--- src/rtl/seg_decoder.sv ---
// seg_decoder: debounces a sampled 7-segment pattern and decodes it into a
// signed 4-bit value, queueing each accepted result for a downstream consumer.
//
// Ports
//   clk_2      : clock, all state changes on its rising edge
//   reset      : asynchronous active-high reset
//   SEG_IN     : bit 7 minus sign, bits 6:0 segments g..a
//   seg_valid  : SEG_IN is sampled only when high
//   out_ready  : consumer accepts the queue head
//   out_valid  : queue non-empty
//   out_value  : two's-complement value at queue head (0 when empty)
//   out_error  : queue head is an error entry (0 when empty)
//   err_count  : accepted error patterns, saturating at 255
//   LED        : {last accept was error, overflow, full, empty, last value}
module seg_decoder #(
  parameter int unsigned STABLE_CYCLES = 3,
  parameter int unsigned FIFO_DEPTH    = 4
) (
  input  logic       clk_2,
  input  logic       reset,
  input  logic [7:0] SEG_IN,
  input  logic       seg_valid,
  input  logic       out_ready,
  output logic       out_valid,
  output logic [3:0] out_value,
  output logic       out_error,
  output logic [7:0] err_count,
  output logic [7:0] LED
);

  localparam int unsigned PTR_W = $clog2(FIFO_DEPTH);

  typedef enum logic [1:0] {IDLE, TRACK, LOCKED} state_e;

  state_e       state_q, state_d;
  logic [7:0]   cand_q, cand_d;
  logic [3:0]   run_q, run_d;
  logic         accept;

  logic         dec_err;
  logic [3:0]   dec_val;

  logic [4:0]       mem [FIFO_DEPTH];
  logic [PTR_W-1:0] wr_q, rd_q;
  logic [PTR_W:0]   cnt_q;
  logic             full, empty, push, pop;
  logic             ovf_q;
  logic [7:0]       errc_q;
  logic [3:0]       last_val_q;
  logic             last_err_q;
  logic [4:0]       head;

  // Filter FSM: a differing sample restarts the run; LOCKED swallows repeats.
  always_comb begin
    state_d = state_q;
    cand_d  = cand_q;
    run_d   = run_q;
    accept  = 1'b0;
    if (seg_valid) begin
      if (state_q == IDLE || SEG_IN != cand_q) begin
        cand_d = SEG_IN;
        run_d  = 4'd1;
        if (STABLE_CYCLES == 1) begin
          state_d = LOCKED;
          accept  = 1'b1;
        end else begin
          state_d = TRACK;
        end
      end else if (state_q == TRACK) begin
        run_d = run_q + 4'd1;
        if (run_d == 4'(STABLE_CYCLES)) begin
          state_d = LOCKED;
          accept  = 1'b1;
        end
      end
    end
  end

  // Accept only happens on a cycle where SEG_IN equals the candidate,
  // so decoding SEG_IN directly avoids a second decoder on cand_q.
  always_comb begin
    dec_err = 1'b0;
    dec_val = '0;
    case (SEG_IN)
      8'b0011_1111: dec_val = 4'd0;
      8'b0000_0110: dec_val = 4'd1;
      8'b0101_1011: dec_val = 4'd2;
      8'b0100_1111: dec_val = 4'd3;
      8'b1000_0110: dec_val = 4'hF;
      8'b1101_1011: dec_val = 4'hE;
      8'b1100_1111: dec_val = 4'hD;
      8'b1110_0110: dec_val = 4'hC;
      default:      dec_err = 1'b1;
    endcase
  end

  assign full  = (cnt_q == (PTR_W+1)'(FIFO_DEPTH));
  assign empty = (cnt_q == '0);
  assign pop   = !empty && out_ready;
  // When full, a same-edge pop frees the slot the new entry goes into.
  assign push  = accept && (!full || pop);

  always_ff @(posedge clk_2 or posedge reset) begin
    if (reset) begin
      state_q    <= IDLE;
      cand_q     <= '0;
      run_q      <= '0;
      wr_q       <= '0;
      rd_q       <= '0;
      cnt_q      <= '0;
      ovf_q      <= 1'b0;
      errc_q     <= '0;
      last_val_q <= '0;
      last_err_q <= 1'b0;
    end else begin
      state_q <= state_d;
      cand_q  <= cand_d;
      run_q   <= run_d;
      if (push) wr_q <= wr_q + PTR_W'(1);
      if (pop)  rd_q <= rd_q + PTR_W'(1);
      if (push && !pop)      cnt_q <= cnt_q + (PTR_W+1)'(1);
      else if (pop && !push) cnt_q <= cnt_q - (PTR_W+1)'(1);
      if (accept && !push) ovf_q <= 1'b1;
      if (accept) begin
        last_val_q <= dec_val;
        last_err_q <= dec_err;
        if (dec_err && errc_q != 8'hFF) errc_q <= errc_q + 8'd1;
      end
    end
  end

  always_ff @(posedge clk_2) begin
    if (push) mem[wr_q] <= {dec_err, dec_val};
  end

  assign head      = mem[rd_q];
  assign out_valid = !empty;
  assign out_value = empty ? '0 : head[3:0];
  assign out_error = empty ? 1'b0 : head[4];
  assign err_count = errc_q;
  assign LED       = {last_err_q, ovf_q, full, empty, last_val_q};

endmodule

--- config.mk ---
export PLATFORM = sky130hd
export DESIGN_NAME = seg_decoder
export DESIGN_NICKNAME = d
export VERILOG_FILES = /design/src/rtl/seg_decoder.sv
export SDC_FILE = /design/constraint.sdc
export NUM_CORES = 1
export LEC_CHECK = 0
export BUFFER_PORTS_ARGS = -buffer_cell sky130_fd_sc_hd__buf_2
export CAP_MARGIN = 20
export CELL_PAD_IN_SITES_DETAIL_PLACEMENT = 0
export CELL_PAD_IN_SITES_GLOBAL_PLACEMENT = 1
export CORE_ASPECT_RATIO = 0.75
export CORE_MARGIN = 5
export CORE_UTILIZATION = 25
export CTS_CLUSTER_DIAMETER = 100
export CTS_CLUSTER_SIZE = 28
export DETAILED_ROUTE_END_ITERATION = 6
export PLACE_DENSITY = 0.54
export SETUP_SLACK_MARGIN = 0.02
export SLEW_MARGIN = 10
export SYNTH_ARGS = -nofsm -noshare
export SYNTH_HDL_FRONTEND = slang
export SYNTH_SLANG_ARGS = --single-unit
--- constraint.sdc ---
create_clock -name clk_2 -period 2.3 [get_ports clk_2]
set_input_delay 0.23 -clock clk_2 [delete_from_list [all_inputs] [get_ports clk_2]]
set_output_delay 0.23 -clock clk_2 [all_outputs]
set_load 0.05 [all_outputs]
Word-level counts from Yosys, hierarchy flattened

Memory sizes are Yosys's and may differ from the RTL's.
Index checks and enable logic that the tools add are counted.
Widths: inputs -> output; s select.

Register bits after elaboration: 35
RAM bits: 20
Input port bits: 12
Output and inout port bits: 22
Word-level logic and storage cells: 69
Memories kept: 1

Memory list:

| memory | words | width | read ports | clocked after memory_dff | wr ports | RTL line | text |
|---|---|---|---|---|---|---|---|
| mem    | 4     | 5     | 1          | 0                        | 1        | 43       | `logic [4:0] mem [FIFO_DEPTH];` |

$add $sub $neg: 6
Equal/unequal tests: 13
Multiplexer cells: 17
Reductions and logical operators: 22

Operator list:

| cell                | count |
|---|---|
| $eq 8x8->1 const B  | 4 |
| $pmux 4 s7          | 1 |
| $eq 8x7->1 const B  | 2 |
| $mux 4              | 3 |
| $add 8x1->8 const B | 1 |
| $eq 8x3->1 const B  | 1 |
| $eq 8x6->1 const B  | 1 |
| $mux 1              | 8 |
| $ne 8x8->1          | 1 |
| $ne 8x8->1 const B  | 1 |
| $reduce_or 8->1     | 1 |
| $logic_and 1x1->1   | 6 |
| $mux 2              | 3 |
| $mux 3              | 2 |
| $reduce_and 2->1    | 3 |
| $reduce_bool 2->1   | 3 |
| $add 2x1->2 const B | 2 |
| $add 4x1->4 const B | 1 |
| $eq 4x2->1 const B  | 1 |
| $logic_not 1->1     | 4 |
| $add 3x1->3 const B | 1 |
| $eq 3x3->1 const B  | 1 |
| $logic_not 3->1     | 1 |
| $reduce_and 3->1    | 1 |
| 4 further kinds     | 5 |

Depth between registers and ports, before layout

Gate-level depths: netlist (run 1).

Depth after elaboration: 11
Depth in mapped cells: 12
Mapped depth without buffers: 12

Least setup slack after synthesis (run 1)

No wires, ideal clock.

Path type: register to register
Start point: reg run_q[0]
End point: reg cnt_q[2]
Library setup time: 0.079 ns
Arrival time: 2.391 ns
Data required time: 2.221 ns
Path slack: -0.170 ns
Cell stages (with the launch flop): 13
Path buffers: 0
Clock period less this slack: 2.470 ns
Path through: dfrtp_1 > ha_1 > nor3_1 > a41oi_1 > nor2_1 > nand2_4 > nor2_4 > ha_1 > inv_1 > fa_1 > xor2_1 > nor2_1 > xor2_1

Word-level cells in the longest chain between the ends: 10
Elaborated cells between the ends (all ways): 12
Those cells by class: add/sub: 1; eq/ne: 1; mux: 5; reduce/logical: 5

Ends and longest elaborated chain:

| what                        | RTL line | text |
|---|---|---|
| from (decl)                 | 37       | `logic [3:0] run_q, run_d;` |
| from (signal assigned)      | 118      | `run_q <= run_d;` |
| $add 4x1->4 (*)             | 70       | `run_d = run_q + 4'd1;` |
| $eq 4x2->1 (*)              | 71       | `if (run_d == 4'(STABLE_CYCLES)) begin` |
| $mux 1 (*)                  | 71       |  |
| $mux 1 (*)                  | 69       | `end else if (state_q == TRACK) begin` |
| $mux 1 (*)                  | 60       | `if (state_q == IDLE \|\| SEG_IN != cand_q) begin` |
| $mux 1 (*)                  | 59       | `if (seg_valid) begin` |
| $logic_and 1x1->1 (*)       | 101      | `assign push = accept && (!full \|\| pop);` |
| via push                    | 46       | `logic full, empty, push, pop;` |
| $logic_not 1->1             | 122      | `else if (pop && !push) cnt_q <= cnt_q - (PTR_W+1)'(1);` |
| $logic_and 1x1->1           | 122      |  |
| $reduce_bool 2->1 (no line) | --       |  |
| to (signal assigned)        | 121      | `if (push && !pop) cnt_q <= cnt_q + (PTR_W+1)'(1);` |
| to (signal assigned)        | 122      |  |
| to (decl)                   | 45       | `logic [PTR_W:0] cnt_q;` |

Mark *: on every way through the listed nets, which the timed path passes. The rest lies on a longest branch.
A chain may end at the register's enable or synchronous reset.

Worst setup path in the final report (run 1)

Start point: reg cand_q[1]
End point: reg cnt_q[2]

Word-level cells in the longest chain between the ends: 8
Elaborated cells between the ends (all ways): 10
Those cells by class: eq/ne: 1; mux: 3; reduce/logical: 6

Ends and longest elaborated chain:

| what                        | RTL line | text |
|---|---|---|
| from (decl)                 | 36       | `logic [7:0] cand_q, cand_d;` |
| from (signal assigned)      | 117      | `cand_q <= cand_d;` |
| $ne 8x8->1 (*)              | 60       |  |
| $logic_or 1x1->1 (*)        | 60       |  |
| $mux 1 (*)                  | 60       |  |
| $mux 1 (*)                  | 59       |  |
| $logic_and 1x1->1 (*)       | 101      |  |
| via push                    | 46       |  |
| $logic_not 1->1             | 122      |  |
| $logic_and 1x1->1           | 122      |  |
| $reduce_bool 2->1 (no line) | --       |  |

Marks and branches as above.

==> impl_metrics.env, run 1 <==
export IMPL_multi_input_area_sq_mm=0.00114
export IMPL_drv_cap=0
export IMPL_ys_seq_area_share_pct=52.4
export IMPL_antenna_found_initial=0
export IMPL_regArea_sq_mm=0.00133
export IMPL_avgSynthCellArea_sq_um=12.3
export IMPL_syn_area_sq_mm=0.00254
export IMPL_clkLatencyLatePin_ps=290
export IMPL_dp_cells=383
export IMPL_drv_slew=0
export IMPL_rrSetupSlack_ps=2
export IMPL_ant_nets=0
export IMPL_synthTopCellsByCount="34 x dfrtp_1, 16 x edfxtp_1, 16 x mux2_2"
export IMPL_place_congestion=0.758
export IMPL_rsz0062_at_grt="yes"
export IMPL_ir_drop_v=0.000319
export IMPL_pwr_density_cell_mw_per_mm2=813
export IMPL_vias=1694
export IMPL_syn_nets=227
export IMPL_die_w_um=126
export IMPL_nNetsFinal=281
export IMPL_clk_path_buf_depth=2
export IMPL_setup_tns_ps=0
export IMPL_p_leak_nw=1.38
export IMPL_synth_most_common_cell="dfrtp_1"
export IMPL_rows=31
export IMPL_drive_above_1_share_pct=37.5
export IMPL_maxSlewHeadroom_pct=62.3
export IMPL_yosysUniqueCellTypes=44
export IMPL_yosys_warnings=0
export IMPL_area_delta_synth_final_pct=24.8
export IMPL_cp_data_required_time_ps=2510
export IMPL_async_reset_ff_share_pct=68.0
export IMPL_design_area_sq_mm=0.00317
export IMPL_io_pins=34
export IMPL_clk_pin_slew_ps=70
export IMPL_ys_top_cells_by_area="dfrtp_1 34%, edfxtp_1 19%, mux2_2 7.1%"
export IMPL_end_kind="flip-flop"
export IMPL_diodes=0
export IMPL_drc_errors=0
export IMPL_grt_max_degree=35
export IMPL_place_ws_ps=-36.1
export IMPL_synth_flop_cell="dfrtp_1"
export IMPL_setup_violations=0
export IMPL_track_usage_pct=9.42
export IMPL_start_kind="flip-flop"
export IMPL_coreArea_sq_mm=0.00977
export IMPL_yosysTopAreaCellShare_pct=33.5
export IMPL_postPlaceCellArea_sq_mm=0.00298
export IMPL_post_dp_hpwl_um=4130
export IMPL_synth_top_cell_by_area="dfrtp_1"
export IMPL_grt_pass1_vias=1811
export IMPL_fin_cells=393
export IMPL_dr_pass1_iters=4
export IMPL_synth_edf_count=16
export IMPL_cts_sinks=50
export IMPL_cts_root_buf="clkbuf_16"
export IMPL_worstMarginPinSlew_ps=563
export IMPL_htreeDepth=2
export IMPL_p_clk_share_pct=30.1
export IMPL_wl_um=5440
export IMPL_grt_pass1_wl_um=9440
export IMPL_via_per_inst=4.31
export IMPL_reg2reg_to="cnt_q[2]"
export IMPL_nFillCells=1013
export IMPL_synth_seq_cells=50
export IMPL_hold_buffers=0
export IMPL_critPathMaxFanout=2
export IMPL_die_y_um=97.3
export IMPL_wl_per_cell_um=13.8
export IMPL_grt_overflow_total=0
export IMPL_tritoncts="done"
export IMPL_start_util_pct=26.0
export IMPL_fin_crit_ps=2300
export IMPL_max_freq_mhz=435
export IMPL_cts_made_buffers=5
export IMPL_swShare_pct=35.3
export IMPL_status="completed"
export IMPL_finalCritPeriodShare_pct=99.9
export IMPL_p_switching_w=0.000910
export IMPL_hold_path_class="in2async"
export IMPL_comb_power_share_pct=28.5
export IMPL_finalHoldViolations=0
export IMPL_fin_ws_ps=1.73
export IMPL_portBuffers=33
export IMPL_fp_dieArea_sq_mm=0.0123
export IMPL_p_int_w=0.00167
export IMPL_seqPwrFrac_pct=41.4
export IMPL_crit_type="reg2reg"
export IMPL_arrival_ps=2510
export IMPL_syn_inst=206
export IMPL_drtIter0Drc=74
export IMPL_reg2regPathDepth=11
export IMPL_skew_ps=8.27
export IMPL_r2r_start="cand_q[1]"
## critical path: stages, from the launching register on
cell	delay [ps]
dfrtp_1	390
xor2_1	150
nor4_2	330
and4bb_4	300
nand2_4	60
nor2_4	100
ha_4	140
inv_2	30
fa_2	320
xor2_1	150
nor2_1	110
xor2_1	150
## logic make-up (layout without fill, tap and decap cells)
family / count (synthesis) / in the layout / synth area share [%]
AO/OA/AOI/OAI: 20 / 20 / 5.13
XOR/XNOR: 20 / 20 / 6.90
adder cells (fa/ha/maj): 9 / 9 / 4.73
buffers and inverters: 21 / 76 / 3.99
flip-flops: 50 / 50 / 52.4
multiplexers: 20 / 20 / 10.6
AND/OR/NAND/NOR: 66 / 66 / 16.2
## state kept, by name, indices dropped and copies added (netlist names)
signal,flops
cand_q,8
cnt_q,3
err_count,8
last_err_q,1
last_val_q,3
mem,16
ovf_q,1
rd_q,2
run_q,4
state_q,2
wr_q,2
## metrics by stage
| stage | util (%) | total power (W) | hold slack, ps |
|---|---|---|---|
| 2_1_floorplan | - | 0.00168 | 372 |
| 3_3_place_gp | 30.5 | 0.00183 | 367 |
| 3_5_place_dp | 30.5 | 0.00183 | 367 |
| 4_1_cts | 32.3 | 0.00262 | 46.2 |
| 5_1_grt | 32.4 | 0.00272 | 84.9 |
| 6_report | 32.4 | 0.00258 | 25.1 |
## cell usage in the layout (no fill, tap or decap), types with 4 or more instances in the layout
cell / synthesis / final
ha_1: 8 / 7
inv_1: 12 / 11
o21ai_0: 6 / 6
edfxtp_1: 16 / 16
dfrtp_1: 34 / 34
mux4_2: 4 / 4
and2_1: 8 / 8
clkbuf_16: 0 / 5
nor2_1: 11 / 10
nand2_1: 10 / 10
mux2_2: 16 / 16
nand2b_1: 6 / 6
buf_2: 0 / 33
buf_4: 6 / 23
xnor2_1: 7 / 7
xor2_1: 13 / 13
nand3_1: 8 / 8
## metal layers
metal / GRT usage (%) / part of all wire (%)
met5: 0 / 0
met4: 2.47 / 1.1
met3: 2.75 / 3.9
met2: 13.2 / 41
met1: 14.0 / 54
## how the worst max path moves through the flow
stage                         start       end  slack, ps  cells past startpoint
after CTS                 cand_q[1]  cnt_q[2]         -7                     11
after global routing      cand_q[5]  cnt_q[2]       -170                     11
after detailed placement  cand_q[7]  cnt_q[2]        -40                     11
after floorplan           cand_q[1]  cnt_q[2]        -80                     11
after global placement    cand_q[1]  cnt_q[2]          3                     11
final                     cand_q[1]  cnt_q[2]          2                     11
## layout make-up
cell class              instances  area share [%]
well taps                     132            5.21
clock inverters                 3           0.908
flip-flops and latches         50            42.0
inverters                      12            1.42
repair buffers                 56            10.7
clock buffers                   5            3.95
multi-input cells             135            35.8
## what timing repair did
item	4_1_cts	5_1_grt
pin swaps	6	0
endpoints found under the hold margin	0	0
setup endpoints to repair	2	3
buffers inserted	2	0
resized for setup	1	2
## power by group through the flow
stage | Sequential, W | Combinational, W | Clock, W
finish | 0.00107 | 0.000735 | 0.000777
CTS | 0.00107 | 0.000749 | 0.000805
global placement | 0.00109 | 0.000740 | 0
detailed placement | 0.00109 | 0.000743 | 0
floorplan | 0.00104 | 0.000635 | 0
global route | 0.00108 | 0.000796 | 0.000842
(Power assumes the default switching activity.)
==> run 2: changes to the inputs <==
--- a/config.mk
+++ b/config.mk
@@ -11,11 +11,11 @@
 export CELL_PAD_IN_SITES_GLOBAL_PLACEMENT = 1
 export CORE_ASPECT_RATIO = 0.75
 export CORE_MARGIN = 5
-export CORE_UTILIZATION = 25
+export CORE_UTILIZATION = 42
 export CTS_CLUSTER_DIAMETER = 100
 export CTS_CLUSTER_SIZE = 28
 export DETAILED_ROUTE_END_ITERATION = 6
-export PLACE_DENSITY = 0.54
+export PLACE_DENSITY = 0.8
 export SETUP_SLACK_MARGIN = 0.02
 export SLEW_MARGIN = 10
 export SYNTH_ARGS = -nofsm -noshare
==> impl_metrics.env, run 2 (same netlist as run 1, synthesis figures left out) <==
export IMPL_status="finished, violations left"
export IMPL_violations="negative setup slack"
export IMPL_hold_path_class="in2async"
export IMPL_io_pins=34
export IMPL_coreArea_sq_mm=0.00586
export IMPL_nFillCells=550
export IMPL_fp_dieArea_sq_mm=0.00772
export IMPL_wl_met3_um=217
export IMPL_fin_crit_ps=2400
export IMPL_p_leak_nw=1.36
export IMPL_dp_cells=324
export IMPL_grt_overflow_total=0
export IMPL_wl_um=4980
export IMPL_finalCritPeriodShare_pct=104
export IMPL_drv_slew=0
export IMPL_track_usage_pct=13.9
export IMPL_arrival_ps=2620
export IMPL_crit_chain="xor2_1, nor4_2, and4bb_4, nand2_4, nor2_4, ha_2, inv_2, fa_2, xor2_1, nor2_1, xor2_1"
export IMPL_clk_pin_slew_ps=90
export IMPL_p_int_w=0.00147
export IMPL_setup_worst_path_start="cand_q[5]"
export IMPL_r2r_start="cand_q[5]"
export IMPL_clkLatencyLatePin_ps=300
export IMPL_htreeDepth=2
export IMPL_portBuffers=33
export IMPL_comb_power_share_pct=32.5
export IMPL_met1_length_um=2460
export IMPL_ir_drop_v=0.000361
export IMPL_clk_path_buf_depth=2
export IMPL_nNetsFinal=282
export IMPL_skew_ps=9.86
export IMPL_worstMarginPinSlew_ps=489
export IMPL_start_kind="flip-flop"
export IMPL_wl_met2_um=2290
export IMPL_max_freq_mhz=417
export IMPL_area_delta_synth_final_pct=20.1
export IMPL_ant_nets=0
export IMPL_largest_reg_flops=16
export IMPL_p_switching_w=0.000833
export IMPL_fin_ws_ps=-96.1
export IMPL_cts_sinks=50
export IMPL_crit_type="reg2reg"
export IMPL_die_y_um=77.3
export IMPL_grt_pass1_wl_um=8560
export IMPL_endpoint="cnt_q[2]"
export IMPL_rows=24
export IMPL_reg2reg_to="cnt_q[2]"
export IMPL_maxSlewHeadroom_pct=67.1
export IMPL_critPathMaxFanout=2
export IMPL_finalHoldViolations=0
export IMPL_drc_errors=0
export IMPL_grt_max_degree=35
export IMPL_utilization_pct=52.1
export IMPL_drtIter0Drc=52
export IMPL_reg2regPathDepth=11
export IMPL_top_register="mem"
export IMPL_post_dp_hpwl_um=3670
export IMPL_final_cell_mix="34 x dfrtp_1, 33 x buf_2, 24 x buf_4"
export IMPL_highest_layer="met4"
export IMPL_die_w_um=99.8
export IMPL_grt_pass1_vias=1748
export IMPL_diodes=0
export IMPL_rsz0062_at_grt="yes"
export IMPL_antenna_found_initial=0
export IMPL_start_util_pct=43.4
export IMPL_hold_buffers=0
export IMPL_p_clk_share_pct=21.3
export IMPL_layout_commonest_cell="dfrtp_1"
export IMPL_fin_cells=340
export IMPL_worst_path_most_repeated_cell="xor2_1"
export IMPL_cts_made_buffers=5
export IMPL_seqPwrFrac_pct=46.3
export IMPL_dr_pass1_iters=4
export IMPL_setup_violations=2
export IMPL_cpMaxStageDelayCell="dfrtp_1"
export IMPL_place_congestion=0.771
export IMPL_drive_above_1_share_pct=38.5
export IMPL_vias=1707
export IMPL_tritoncts="done"
export IMPL_drv_cap=0
export IMPL_wl_per_cell_um=14.7
export IMPL_end_kind="flip-flop"
export IMPL_cts_root_buf="clkbuf_8"
export IMPL_swShare_pct=36.1
export IMPL_rrSetupSlack_ps=-100
export IMPL_cp_data_required_time_ps=2520
export IMPL_whs_ps=18.2
export IMPL_pwr_density_cell_mw_per_mm2=756
export IMPL_slowest_delay_ps=400
export IMPL_via_per_inst=5.02
==> run 2: power by group through the flow <==
| stage | registers, W | logic [W] | clock network, W |
|---|---|---|---|
| final | 0.00107 | 0.000748 | 0.000490 |
| after global placement | 0.00108 | 0.000715 | 0 |
| after floorplan | 0.00104 | 0.000635 | 0 |
| after global routing | 0.00108 | 0.000803 | 0.000554 |
| after CTS | 0.00107 | 0.000747 | 0.000509 |
| after detailed placement | 0.00109 | 0.000730 | 0 |
==> run 2: layout make-up <==
cell class / count / area (sq um) / area share [%]
tap: 78 / 97.6 / 3.20
clock inverter: 2 / 10.0 / 0.328
sequential: 50 / 1330 / 43.7
inverter: 12 / 45.0 / 1.48
timing repair buffer: 57 / 345 / 11.3
clock buffer: 6 / 72.6 / 2.38
multi-input combinational: 135 / 1150 / 37.6
==> run 2: layer usage <==
metal,up-vias,track usage (%)
met1,840,19.8
met5,-,0
met3,2,3.05
li1,830,-
met4,0,3.68
met2,35,21.6
==> run 2: worst min path at each step <==
stage | endpoint | slack (ps) | cells after the start
3_3_place_gp | err_count[4] | 350 | 3
5_1_grt | rd_q[0] | 70 | 3
3_5_place_dp | err_count[4] | 370 | 3
4_1_cts | err_count[4] | 40 | 3
6_report | cnt_q[1] | 20 | 3
2_1_floorplan | cand_q[0] | 370 | 1
==> run 2: critical path, delay by kind of cell (launching register included) <==
kind	cells	cell delay [ps]
DFF	1	400
buffers and inverters	1	40
xor gates and xnor gates	3	460
adders and majority gates	2	520
and+or+nand+nor	5	900
==> run 2: timing repair <==
item                       CTS  global route
pin swaps                    3             9
gates resized for setup      1             6
setup endpoints to repair    2             8
buffers inserted             6             3
==> run 2: stage by stage <==
stage	TNS (ps)	instance area, sq um	setup WS, ps	total power, W
6_report	-125	3050	-96.1	0.00230
2_1_floorplan	-132	2550	-76.5	0.00168
3_3_place_gp	0	2870	21.3	0.00180
5_1_grt	-374	3050	-225	0.00244
3_5_place_dp	-37.5	2870	-37.5	0.00182
4_1_cts	-46.9	3000	-46.9	0.00233
